`src/rtl/motor_cmd_sequencer_if.sv`:
```
`default_nettype none
// +----------------------------------------------------------------------------+
// | Module  : motor_cmd_sequencer_if                                           |
// | Brief   : Command/status bundle between a motor controller and sequencer.  |
// | Revision: 1.0                                                              |
// +----------------------------------------------------------------------------+
interface motor_cmd_sequencer_if;
    logic               enable;
    logic               estop;
    logic signed [15:0] cmd_in;
    logic               cmd_valid;
    logic signed [15:0] cmd_out;
    logic [2:0]         state;
    logic               at_target;
    logic               fault;

    modport master (
        output enable, estop, cmd_in, cmd_valid,
        input  cmd_out, state, at_target, fault
    );

    modport slave (
        input  enable, estop, cmd_in, cmd_valid,
        output cmd_out, state, at_target, fault
    );
endinterface
`default_nettype wire

```
`src/rtl/motor_cmd_sequencer.sv`:
```
`default_nettype none
// +----------------------------------------------------------------------------+
// | Module  : motor_cmd_sequencer                                              |
// | Brief   : Slew-limited motor command with braked direction reversal,       |
// |           dead time and latched emergency-stop fault.                      |
// | Revision: 1.0                                                              |
// +----------------------------------------------------------------------------+
module motor_cmd_sequencer #(
    parameter int RAMP_STEP   = 16,
    parameter int TICK_DIV    = 256,
    parameter int DEAD_CYCLES = 1000
) (
    input  logic                  clk,
    input  logic                  reset,
    motor_cmd_sequencer_if.slave  bus
);

    localparam int PRESC_W = (TICK_DIV > 1) ? $clog2(TICK_DIV) : 1;
    localparam int DEAD_W  = (DEAD_CYCLES > 1) ? $clog2(DEAD_CYCLES) : 1;

    localparam logic [PRESC_W-1:0] c_PRESC_LAST = PRESC_W'(TICK_DIV - 1);
    localparam logic [DEAD_W-1:0]  c_DEAD_LAST  = DEAD_W'(DEAD_CYCLES - 1);
    localparam logic [16:0]        c_STEP17     = 17'(RAMP_STEP);
    localparam logic signed [15:0] c_STEP16     = 16'(RAMP_STEP);
    localparam logic signed [15:0] c_CMD_NEG_LIM = 16'sh8001;
    localparam logic signed [15:0] c_CMD_NEG_BAD = 16'sh8000;

    typedef enum logic [2:0] {
        ST_IDLE  = 3'd0,
        ST_RUN   = 3'd1,
        ST_BRAKE = 3'd2,
        ST_DEAD  = 3'd3,
        ST_FAULT = 3'd4
    } state_t;

    state_t             state_q,     state_d;
    logic signed [15:0] cmd_out_q,   cmd_out_d;
    logic signed [15:0] target_q,    target_d;
    logic [PRESC_W-1:0] presc_q,     presc_d;
    logic [DEAD_W-1:0]  dead_q,      dead_d;
    logic               at_target_q, at_target_d;
    logic               fault_q,     fault_d;

    logic               w_tick;
    logic               w_rev;
    logic signed [15:0] w_goal;
    logic signed [15:0] w_cmd_in_clamped;
    logic signed [16:0] w_diff;
    logic [16:0]        w_abs_diff;
    logic signed [15:0] w_step_val;

    assign w_tick = (presc_q == c_PRESC_LAST);

    // Zero counts as neither sign, so ramping out of zero never looks like a reversal.
    assign w_rev = (!cmd_out_q[15] && (cmd_out_q != '0) && target_q[15]) ||
                   (cmd_out_q[15] && !target_q[15] && (target_q != '0));

    assign w_cmd_in_clamped = (bus.cmd_in == c_CMD_NEG_BAD) ? c_CMD_NEG_LIM : bus.cmd_in;

    always_comb begin
        w_goal     = (state_q == ST_RUN) ? target_q : '0;
        w_diff     = {w_goal[15], w_goal} - {cmd_out_q[15], cmd_out_q};
        w_abs_diff = w_diff[16] ? $unsigned(-w_diff) : $unsigned(w_diff);
        if (w_abs_diff <= c_STEP17) begin
            w_step_val = w_goal;
        end else if (w_diff[16]) begin
            w_step_val = cmd_out_q - c_STEP16;
        end else begin
            w_step_val = cmd_out_q + c_STEP16;
        end
    end

    // A state transition takes the edge; the ramp only moves on edges that stay put.
    always_comb begin
        state_d   = state_q;
        cmd_out_d = cmd_out_q;
        target_d  = target_q;
        dead_d    = '0;
        presc_d   = w_tick ? '0 : presc_q + 1'b1;

        if (bus.cmd_valid && (state_q != ST_FAULT)) begin
            target_d = w_cmd_in_clamped;
        end

        if (bus.estop) begin
            state_d   = ST_FAULT;
            cmd_out_d = '0;
        end else begin
            case (state_q)
                ST_IDLE: begin
                    cmd_out_d = '0;
                    if (bus.enable) begin
                        state_d = ST_RUN;
                    end
                end
                ST_RUN: begin
                    if (w_rev || !bus.enable) begin
                        state_d = ST_BRAKE;
                    end else if (w_tick) begin
                        cmd_out_d = w_step_val;
                    end
                end
                ST_BRAKE: begin
                    if (cmd_out_q == '0) begin
                        state_d = bus.enable ? ST_DEAD : ST_IDLE;
                    end else if (w_tick) begin
                        cmd_out_d = w_step_val;
                    end
                end
                ST_DEAD: begin
                    cmd_out_d = '0;
                    if (dead_q == c_DEAD_LAST) begin
                        state_d = bus.enable ? ST_RUN : ST_IDLE;
                    end else begin
                        dead_d = dead_q + 1'b1;
                    end
                end
                ST_FAULT: begin
                    cmd_out_d = '0;
                    if (!bus.enable) begin
                        state_d = ST_IDLE;
                    end
                end
                default: begin
                    state_d   = ST_IDLE;
                    cmd_out_d = '0;
                end
            endcase
        end

        at_target_d = (state_d == ST_RUN) && (cmd_out_d == target_d);
        fault_d     = (state_d == ST_FAULT);
    end

    always_ff @(posedge clk) begin
        if (reset) begin
            state_q     <= ST_IDLE;
            cmd_out_q   <= '0;
            target_q    <= '0;
            presc_q     <= '0;
            dead_q      <= '0;
            at_target_q <= 1'b0;
            fault_q     <= 1'b0;
        end else begin
            state_q     <= state_d;
            cmd_out_q   <= cmd_out_d;
            target_q    <= target_d;
            presc_q     <= presc_d;
            dead_q      <= dead_d;
            at_target_q <= at_target_d;
            fault_q     <= fault_d;
        end
    end

    assign bus.cmd_out   = cmd_out_q;
    assign bus.state     = state_q;
    assign bus.at_target = at_target_q;
    assign bus.fault     = fault_q;

endmodule
`default_nettype wire

```
`src/flat_wrapper.sv`:
```
// flat-port wrapper written by rule: the top's interface ports become plain ports
module motor_cmd_sequencer_flat 
#(
    parameter int RAMP_STEP   = 16,
    parameter int TICK_DIV    = 256,
    parameter int DEAD_CYCLES = 1000
)
  (clk, reset, bus_enable, bus_estop, bus_cmd_in, bus_cmd_valid, bus_cmd_out, bus_state, bus_at_target, bus_fault);
  motor_cmd_sequencer_if bus_i ();
  input  logic clk;
  input  logic reset;
  input wire logic [$bits(bus_i.enable)-1:0] bus_enable;
  input wire logic [$bits(bus_i.estop)-1:0] bus_estop;
  input wire logic [$bits(bus_i.cmd_in)-1:0] bus_cmd_in;
  input wire logic [$bits(bus_i.cmd_valid)-1:0] bus_cmd_valid;
  output wire logic [$bits(bus_i.cmd_out)-1:0] bus_cmd_out;
  output wire logic [$bits(bus_i.state)-1:0] bus_state;
  output wire logic [$bits(bus_i.at_target)-1:0] bus_at_target;
  output wire logic [$bits(bus_i.fault)-1:0] bus_fault;
  assign bus_i.enable = bus_enable;
  assign bus_i.estop = bus_estop;
  assign bus_i.cmd_in = bus_cmd_in;
  assign bus_i.cmd_valid = bus_cmd_valid;
  assign bus_cmd_out = bus_i.cmd_out;
  assign bus_state = bus_i.state;
  assign bus_at_target = bus_i.at_target;
  assign bus_fault = bus_i.fault;
  motor_cmd_sequencer #(.RAMP_STEP(RAMP_STEP), .TICK_DIV(TICK_DIV), .DEAD_CYCLES(DEAD_CYCLES)) u_core (.clk(clk), .reset(reset), .bus(bus_i));
endmodule
```
`config.mk`:
```
export PLATFORM = sky130hd
export DESIGN_NAME = motor_cmd_sequencer_flat
export DESIGN_NICKNAME = d
export VERILOG_FILES = /design/src/rtl/motor_cmd_sequencer_if.sv /design/src/rtl/motor_cmd_sequencer.sv /design/src/flat_wrapper.sv
export SDC_FILE = /design/constraint.sdc
export NUM_CORES = 1
export LEC_CHECK = 0
export ABC_AREA = 1
export BUFFER_PORTS_ARGS = -buffer_cell sky130_fd_sc_hd__buf_2
export CORE_MARGIN = 5
export CORE_UTILIZATION = 56
export CTS_CLUSTER_SIZE = 10
export DETAILED_ROUTE_END_ITERATION = 8
export PLACE_DENSITY = 0.75
export SLEW_MARGIN = 20
export SYNTH_ARGS = -nofsm -noshare
export SYNTH_HDL_FRONTEND = slang
export SYNTH_SLANG_ARGS = --single-unit
```
`constraint.sdc`:
```
create_clock -name clk -period 4.5 [get_ports clk]
set_input_delay 0.9 -clock clk [delete_from_list [all_inputs] [get_ports clk]]
set_output_delay 0.9 -clock clk [all_outputs]
set_load 0.02 [all_outputs]
```
==> metrics, run 1 <==
clk root buf=clkbuf_8; antenna cells=0; Post-synth EDFFs=0; Post-Syn Area=0.00526 mm^2; vias per cell=5.58; Ports=42; Placer Congestion=0.993; Crit-path slowest cell=dfxtp_2; Max VDD drop=between 0.15 and 0.2 mV; unrepaired setup endpoints after global routing=yes; Primary FF master, synth=dfxtp_1; Final Hold Vio Count=0; Die H=between 100 and 150 um; post-layout net count=1,032; row cnt=35; Clock Pin Slew Worst Setup and Hold Paths=0.12 ns; Yosys warnings=0; Worst Path Arrival=4.75 ns; critical path endpoint category=flip-flop; via count=between 6k and 7k; fmax=223 MHz; overall routed net length=~17 mm; Pre-antenna DRT Iters=6; Mapped Cells=911; Skew-Pair Late Insertion Delay=0.32 ns; R2R Setup Slk=0.01 ns; post-route minimum period=around 4.5 ns; Synth top area share=20.9%; Worst Slack Setup Final=0.0144 ns; HPWL Detailed=between 10 and 15 mm; largest area contributor in the synthesized netlist=dfxtp_1; DRT iter0 DRCs=approximately 550; Endpoint, Worst Hold=u_core.presc_q[0]; Slew headroom=35.4%; Post-Place Cells=1,070; worst slack, placed=-0.0981 ns; launching point of the worst reg2reg path=u_core.bus.state[1]; CP most frequent cell=nand2_1; Post-Syn Nets=959; number of clock sinks=55; count leader, synth=nand2_1; HP Class=flip-flop to flip-flop; Final period util=99.7%; pin count of the biggest net entering global routing=39; H-tree depth=2; Final TNS setup=0 ns; Worst Tran Pin Value=between 0.9 and 1 ns; CTS tree=yes; Pwr Density=209 mW/mm^2; endpoints failing setup=0; register area share after synthesis=20.9%; Worst Hold Path Cells=1; worst path required time=between 4 and 5 ns; vias in the first global route=5,582; non-filler cells, final=1,096; Critical Path Fanout Max=6; Max Buffers Root-to-Sink=2; initial antenna violation count=0; ranking of synthesized cells by area=dfxtp_1 21%, nand2_1 20%, inv_1 10%; CP peak stage delay=0.37 ns; GRT overflow=0; total CTS buffers=5; post-DR wirelength/cell=approximately 15 um; Hold Startpoint=u_core.presc_q[0]; Filler Cell Count=839; full die area=0.0114 mm^2; Die X=approximately 110 um; Setup Crit Path Kind=flip-flop to flip-flop; Core ar.=0.00920 mm^2; cells on worst reg2reg path=between 40 and 50; final core utilization=68.5%; area occupied by multi-input gates=0.00381 mm^2; drt drc=0; Post-synth top cells=279 x nand2_1, 141 x inv_1, 103 x nor2_1; flops & latches, synth=55; Starting Density=57.2%; Slew Limit Fails=0; Synth Area per Inst=5.78 um^2; Post-DRT Antenna Nets=0; Total GRT Usage=28.1%; post-synthesis cell type count=41; Port Buf Inserts=41; worst r2r dst=u_core.bus.at_target; kind of start point of the critical path=flip-flop; clock skew=0.0165 ns; Async SR Flop Fraction=0%; layout cells sized above 1=18.4%; FF+latch area=0.00110 mm^2; max-cap violation count=0; Leak=0.00330 uW; Total Power=1320 uW; area grow syn2layout=19.7%; status=finished clean; first-pass GRT wire length=26.2 mm
worst max-delay path by stage:
stage / cells after the start / start / slack (ns) / endpoint
floorplan: 36 / u_core.bus.state[1] / 0.04 / u_core.bus.at_target
global placement: 34 / u_core.bus.state[2] / 0.06 / u_core.bus.at_target
detailed placement: 38 / u_core.bus.state[2] / -0.1 / u_core.bus.at_target
CTS: 37 / u_core.bus.state[0] / 0.007 / u_core.bus.at_target
global route: 41 / u_core.bus.state[1] / -0.31 / u_core.bus.at_target
finish: 41 / u_core.bus.state[1] / 0.01 / u_core.bus.at_target
through the flow:
step / hold WS (ns) / instance area [um^2]
global route: 0.487 / 6300
detailed placement: 0.447 / 5720
CTS: 0.474 / 5890
global placement: 0.429 / 5720
finish: 0.471 / 6300
floorplan: 0.418 / 5280
kinds of logic after synthesis:
logic type,count (synthesis),share of synthesized area (%)
DFF,55,20.9
and+or+nand+nor,555,47.4
xor gates and xnor gates,18,3.00
AOI/OAI and AO/OA,86,9.27
adders and majority gates,27,6.70
buffers and inverters,170,12.7
worst max-delay path, delay by kind of cell, from the launching register on:
kind                     cells  cell delay [ns]
buffers and inverters        6             0.44
AND/OR/NAND/NOR             29             2.50
AO/OA/AOI/OAI                2             0.18
XOR/XNOR                     1             0.15
flip-flops                   1             0.37
adder cells (fa/ha/maj)      3             0.78
layer usage:
layer | GRT usage, % | wire [um] | vias up | share of wire, %
met4 | 8.58 | 561 | 0 | 3.4
met5 | 0 | 0 | - | 0
li1 | - | - | 3063 | -
met2 | 49.9 | 8120 | 250 | 49
met1 | 35.3 | 6920 | 2754 | 41
met3 | 3.79 | 1090 | 52 | 6.5
power by group:
part | internal, uW | leakage, uW | switching (uW)
clock | 172 | 0.0000607 | 185
combinational | 159 | 0.00279 | 286
sequential | 500 | 0.000448 | 14.2
total | 830 | 0.00330 | 485
sequential cells by signal, summed over array words and instances, names as in the netlist:
| signal | cells |
|---|---|
| u_core.bus.at_target | 1 |
| u_core.bus.cmd_out | 16 |
| u_core.bus.fault | 1 |
| u_core.bus.state | 3 |
| u_core.dead_q | 10 |
| u_core.presc_q | 8 |
| u_core.target_q | 16 |
cell usage in the layout, fill, tap and decap left out, types with 4 or more instances in the layout:
cell and count:
buf_2 41, xnor2_1 7, inv_4 4, inv_2 5
clkbuf_8 5, a21oi_1 32, a21oi_2 7, ha_4 10
nor2_2 10, nor3_1 11, nand4_2 4, nor4_1 6
a31oi_1 6, nand3_1 90, nand3_2 9, inv_1 137
xor2_1 11, nor2_4 6, o21ai_0 20, nor3b_1 6
nor2_1 93, nand4_1 23, nand2_2 10, o21ai_1 5
nand3_4 5, dfxtp_1 52, nand2_1 272, buf_4 43
o21bai_1 5, ha_1 14
repair_timing:
item,in CTS,in global routing
setup endpoints to repair,1,3
hold buffers,0,0
pin swaps,0,29
gates resized for setup,8,61
cloned,1,0
buffers inserted,1,16
area by class of cell:
type,count,area share (%)
tap,111,2.21
timing repair buffer,86,8.88
inverter,149,9.04
clock inverter,3,0.795
multi-input combinational,687,60.4
clock buffer,5,1.09
sequential,55,17.5
Power figures use the tool's default switching activity.
==> run 2: changes to the inputs <==
--- a/config.mk
+++ b/config.mk
@@ -12,6 +12,8 @@
 export CTS_CLUSTER_SIZE = 10
 export DETAILED_ROUTE_END_ITERATION = 8
 export PLACE_DENSITY = 0.75
+export REMOVE_ABC_BUFFERS = 1
+export SETUP_SLACK_MARGIN = 0.4
 export SLEW_MARGIN = 20
 export SYNTH_ARGS = -nofsm -noshare
 export SYNTH_HDL_FRONTEND = slang
==> run 2 against run 1 <==
Sequential cell count unchanged. Worst hold slack worse by 0.0043 ns. Via count up 5.2%. Wire length up 5.3%. First-iteration DRC count down 3.4%. Largest cell class unchanged.
==> metrics, run 2 (same netlist as run 1, synthesis figures left out) <==
drt drc=0; vias per cell=5.68; most common cell after layout, fill and taps aside=nand2_1; Slew headroom=around 40%; met3 usage=4.39%; layout cells sized above 1=25.0%; critical path endpoint category=flip-flop; H-tree depth=2; HPWL Detailed=12.8 mm; met2 usage=51.2%; initial antenna violation count=0; number of clock sinks=55; Die H=107 um; kind of cell with the highest combined delay on the critical path=compound AO/OA/AOI/OAI gates; commonest non-fill, non-tap cells in the layout=258 x nand2_1, 132 x inv_1, 85 x nor2_1, 83 x nand3_1, 75 x buf_4; DRT iter0 DRCs=532; kind of start point of the critical path=flip-flop; Slew Limit Fails=0; Setup Crit Path Kind=flip-flop to flip-flop; max-cap violation count=0; overall routed net length=17.6 mm; vias in the first global route=6,044; total CTS buffers=5; fmax=223 MHz; status=finished clean; GRT overflow=0; HP Class=flip-flop to flip-flop; worst slack, placed=-0.157 ns; first-pass GRT wire length=27.9 mm; full die area=0.0114 mm^2; Critical Path Fanout Max=5; clk root buf=clkbuf_8; hold buffers post-CTS=0; Pwr Density=208 mW/mm^2; Worst Tran Pin Value=0.884 ns; Worst Slack Setup Final=roughly 0.022 ns; Placer Congestion=approximately 1; Port Buf Inserts=41; unrepaired setup endpoints after global routing=yes; Total GRT Usage=slightly below 30%; via count=between 6k and 7k; met1 Use GR=36.4%; Clock Pin Slew Worst Setup and Hold Paths=between 0.1 and 0.15 ns; clock skew=0.0157 ns; Bufs and invs on worst path=3; area grow syn2layout=28.4%; CTS tree=yes; Worst Path Arrival=4.74 ns; Max VDD drop=between 0.15 and 0.2 mV; WHS=0.467 ns; post-layout net count=between 1k and 1.5k; worst path required time=4.76 ns; endpoints failing setup=0; Filler Cell Count=768; Post-DRT Antenna Nets=0; Starting Density=57.2%; Total Power=1410 uW; CP peak stage delay=between 0.3 and 0.4 ns; pin count of the biggest net entering global routing=34; antenna cells=0; CP most frequent cell=nand2_1; Leak=0.00354 uW; Die X=107 um; row cnt=35; Core ar.=between 0.009 and 0.01 mm^2; Final period util=99.5%; Skew-Pair Late Insertion Delay=roughly 0.33 ns; post-DR wirelength/cell=approximately 16 um; Post-Place Cells=1,089; Final Hold Vio Count=0; non-filler cells, final=1,133; Ports=between 40 and 50; gr busiest metal=met2; Max Buffers Root-to-Sink=2; Pre-antenna DRT Iters=6; post-route minimum period=4.48 ns; Crit-path slowest cell=dfxtp_2
run 2: worst paths after layout:
kind,from,to,slack [ns],cells after the start
worst min-delay path,u_core.presc_q[0],u_core.presc_q[0],0.47,1
worst max-delay path,u_core.bus.state[1],u_core.bus.at_target,0.02,33
worst min register to register,u_core.presc_q[0],u_core.presc_q[0],0.47,1
worst max register to register,u_core.bus.state[1],u_core.bus.at_target,0.02,33
run 2: final cells by class:
type / count / area [um^2] / share of cell area [%]
well taps: 111 / 139 / 2.06
repair buffers: 123 / 853 / 12.6
flip-flops and latches: 55 / 1100 / 16.3
clock inverters: 3 / 50.0 / 0.741
clock buffers: 5 / 68.8 / 1.02
multi-input cells: 687 / 3980 / 58.9
inverters: 149 / 559 / 8.28
run 2: stage by stage:
stage | cell area (um^2) | TNS, ns | utilization, %
floorplan | 5150 | -1.04 | -
global placement | 5850 | 0 | 63.6
detailed placement | 5850 | -0.157 | 63.6
CTS | 6400 | 0 | 69.6
global route | 6760 | -0.213 | 73.5
finish | 6760 | 0 | 73.5
run 2: what timing repair did:
item                       in CTS  in global routing
pin swaps                      33                 46
setup endpoints to repair      14                 17
resized for setup              62                 60
gates cloned                    1                  1
setup buffers                  19                 15
run 2: layer usage:
metal	up-vias	wire, um
met2	326	8220
met4	0	814
met3	73	1340
met1	2908	7200
li1	3128	-
met5	-	0
run 2: power breakdown:
part / switching (uW) / internal [uW]
combinational: 331 / 200
sequential: 12.9 / 500
clock: 191 / 172
total: 535 / 872
==> run 3: changes to the inputs <==
--- a/config.mk
+++ b/config.mk
@@ -6,14 +6,16 @@
 export NUM_CORES = 1
 export LEC_CHECK = 0
 export ABC_AREA = 1
+export ABC_CLOCK_PERIOD_IN_PS = 4500
 export BUFFER_PORTS_ARGS = -buffer_cell sky130_fd_sc_hd__buf_2
 export CORE_MARGIN = 5
 export CORE_UTILIZATION = 56
 export CTS_CLUSTER_SIZE = 10
 export DETAILED_ROUTE_END_ITERATION = 8
+export HOLD_SLACK_MARGIN = 0.05
 export PLACE_DENSITY = 0.75
 export REMOVE_ABC_BUFFERS = 1
-export SETUP_SLACK_MARGIN = 0.4
+export SETUP_SLACK_MARGIN = 0.02
 export SLEW_MARGIN = 20
 export SYNTH_ARGS = -nofsm -noshare
 export SYNTH_HDL_FRONTEND = slang
==> run 3 against run 2 <==
Worst hold slack barely moved. Clock skew shrank 0.0041 ns. Sequential power hardly changed. Largest cell class unchanged. Utilization down 3.7 points. Total power fell by 3.4%. Highest routed layer unchanged. Design area decreased by 5.1%. The flow now finishes with violations (setup timing). First-iteration DRC count is 17% higher.
==> metrics, run 3 (same netlist as run 1, synthesis figures left out) <==
post-route cell area=roughly 0.0064 mm^2; sw power=515 uW; Placer Congestion=1.02; full die area=roughly 0.011 mm^2; area grow syn2layout=21.9%; layout cells sized above 1=19.1%; post-route minimum period=4.68 ns; Bufs and invs on worst path=4; Skew-Pair Late Insertion Delay=0.32 ns; H-tree depth=2; HP Class=flip-flop to flip-flop; Final Hold Vio Count=0; Core ar.=0.00920 mm^2; Total Power=roughly 1400 uW; Max VDD drop=0.186 mV; max-cap violation count=0; failing checks=setup timing; Max Buffers Root-to-Sink=2; CTS tree=yes; vias per cell=5.66; vias in the first global route=roughly 5.8k; row cnt=35; DRT iter0 DRCs=622; Setup Crit Path Kind=flip-flop to flip-flop; antenna cells=0; Die X=roughly 110 um; switch share=37.9%; overall routed net length=16.8 mm; via count=6,295; initial antenna violation count=0; CP peak stage delay=0.39 ns; clock power share=26.7%; GRT overflow=0; post-layout net count=1,048; total CTS buffers=5; worst slack, placed=-0.157 ns; drt drc=0; P_int=roughly 840 uW; Pre-antenna DRT Iters=5; Worst Tran Pin Value=0.871 ns; first-pass GRT wire length=26.6 mm; Die H=107 um; Final period util=104%; fmax=214 MHz; kind of start point of the critical path=flip-flop; hold buffers post-CTS=0; post-DR wirelength/cell=about 15 um; CP most frequent cell=nand2_1; clock skew=0.0117 ns; Total GRT Usage=28.1%; endpoints failing setup=1; critical path endpoint category=flip-flop; final core utilization=between 60% and 70%; Leak=0.00340 uW; sequential power share=37.7%; most common cell after layout, fill and taps aside=nand2_1; Slew headroom=a little over two fifths; clk root buf=clkbuf_8; worst path required time=4.76 ns; kind of cell with the highest combined delay on the critical path=simple AND/OR/NAND/NOR gates; Port Buf Inserts=41; number of clock sinks=55; Worst Path Arrival=about 4.9 ns; Crit-path slowest cell=fa_1; Slew Limit Fails=0; Critical Path Fanout Max=5; Ports=42; Post-DRT Antenna Nets=0; Worst Slack Setup Final=-0.177 ns; HPWL Detailed=roughly 13 mm; Clock Pin Slew Worst Setup and Hold Paths=0.11 ns; status=finished with violations; placed inst area=0.00585 mm^2; pin count of the biggest net entering global routing=34; Combinational Power Share=35.5%; Starting Density=a little under three fifths; Pwr Density=212 mW/mm^2; Final TNS setup=-0.177 ns; commonest non-fill, non-tap cells in the layout=269 x nand2_1, 138 x inv_1, 96 x nor2_1, 89 x nand3_1, 54 x buf_4; unrepaired setup endpoints after global routing=yes
[run 3: cell count changes in the layout (fill, tap and decap cells not counted), sizes merged]
cell / change
buf: -23
clkbuf: +1
nor2: +1
[run 3: worst paths after layout]
check	end	start	cells after the start	slack, ns
min reg2reg	u_core.presc_q[0]	u_core.presc_q[0]	1	0.47
min	u_core.presc_q[0]	u_core.presc_q[0]	1	0.47
max reg2reg	u_core.bus.at_target	u_core.bus.state[1]	37	-0.18
max	u_core.bus.at_target	u_core.bus.state[1]	37	-0.18
[run 3: what timing repair did]
item	CTS	global route
resized for setup	13	56
gates cloned	0	3
pin swaps	1	32
setup endpoints to repair	1	4
setup buffers	0	12
[run 3: cell type report]
class | count | area, um^2
clock buffer | 5 | 68.8
timing repair buffer | 101 | 704
tap | 111 | 139
fill | 821 | 2780
inverter | 149 | 562
sequential | 55 | 1100
multi-input combinational | 688 | 3790
clock inverter | 3 | 50.0
[run 3: power by group through the flow]
stage	combinational (uW)	sequential (uW)	clock [uW]
6_report	482	513	363
5_1_grt	528	514	388
4_1_cts	387	512	367
3_5_place_dp	380	523	0
3_3_place_gp	372	521	0
2_1_floorplan	256	522	0
[run 3: layer usage]
layer  up-vias  share of wire [%]  global-route usage, %
li1       3093                  -                      -
met1      2831                 42                   35.4
met3        76                7.8                   4.70
met5         -                  0                      0
met2       295                 45                   47.9
met4         0                5.2                   10.9
[run 3: per-stage QoR]
step,hold WS [ns],cells
2_1_floorplan,0.418,890
3_3_place_gp,0.428,1089
3_5_place_dp,0.453,1089
4_1_cts,0.474,1097
5_1_grt,0.512,1112
6_report,0.466,1112
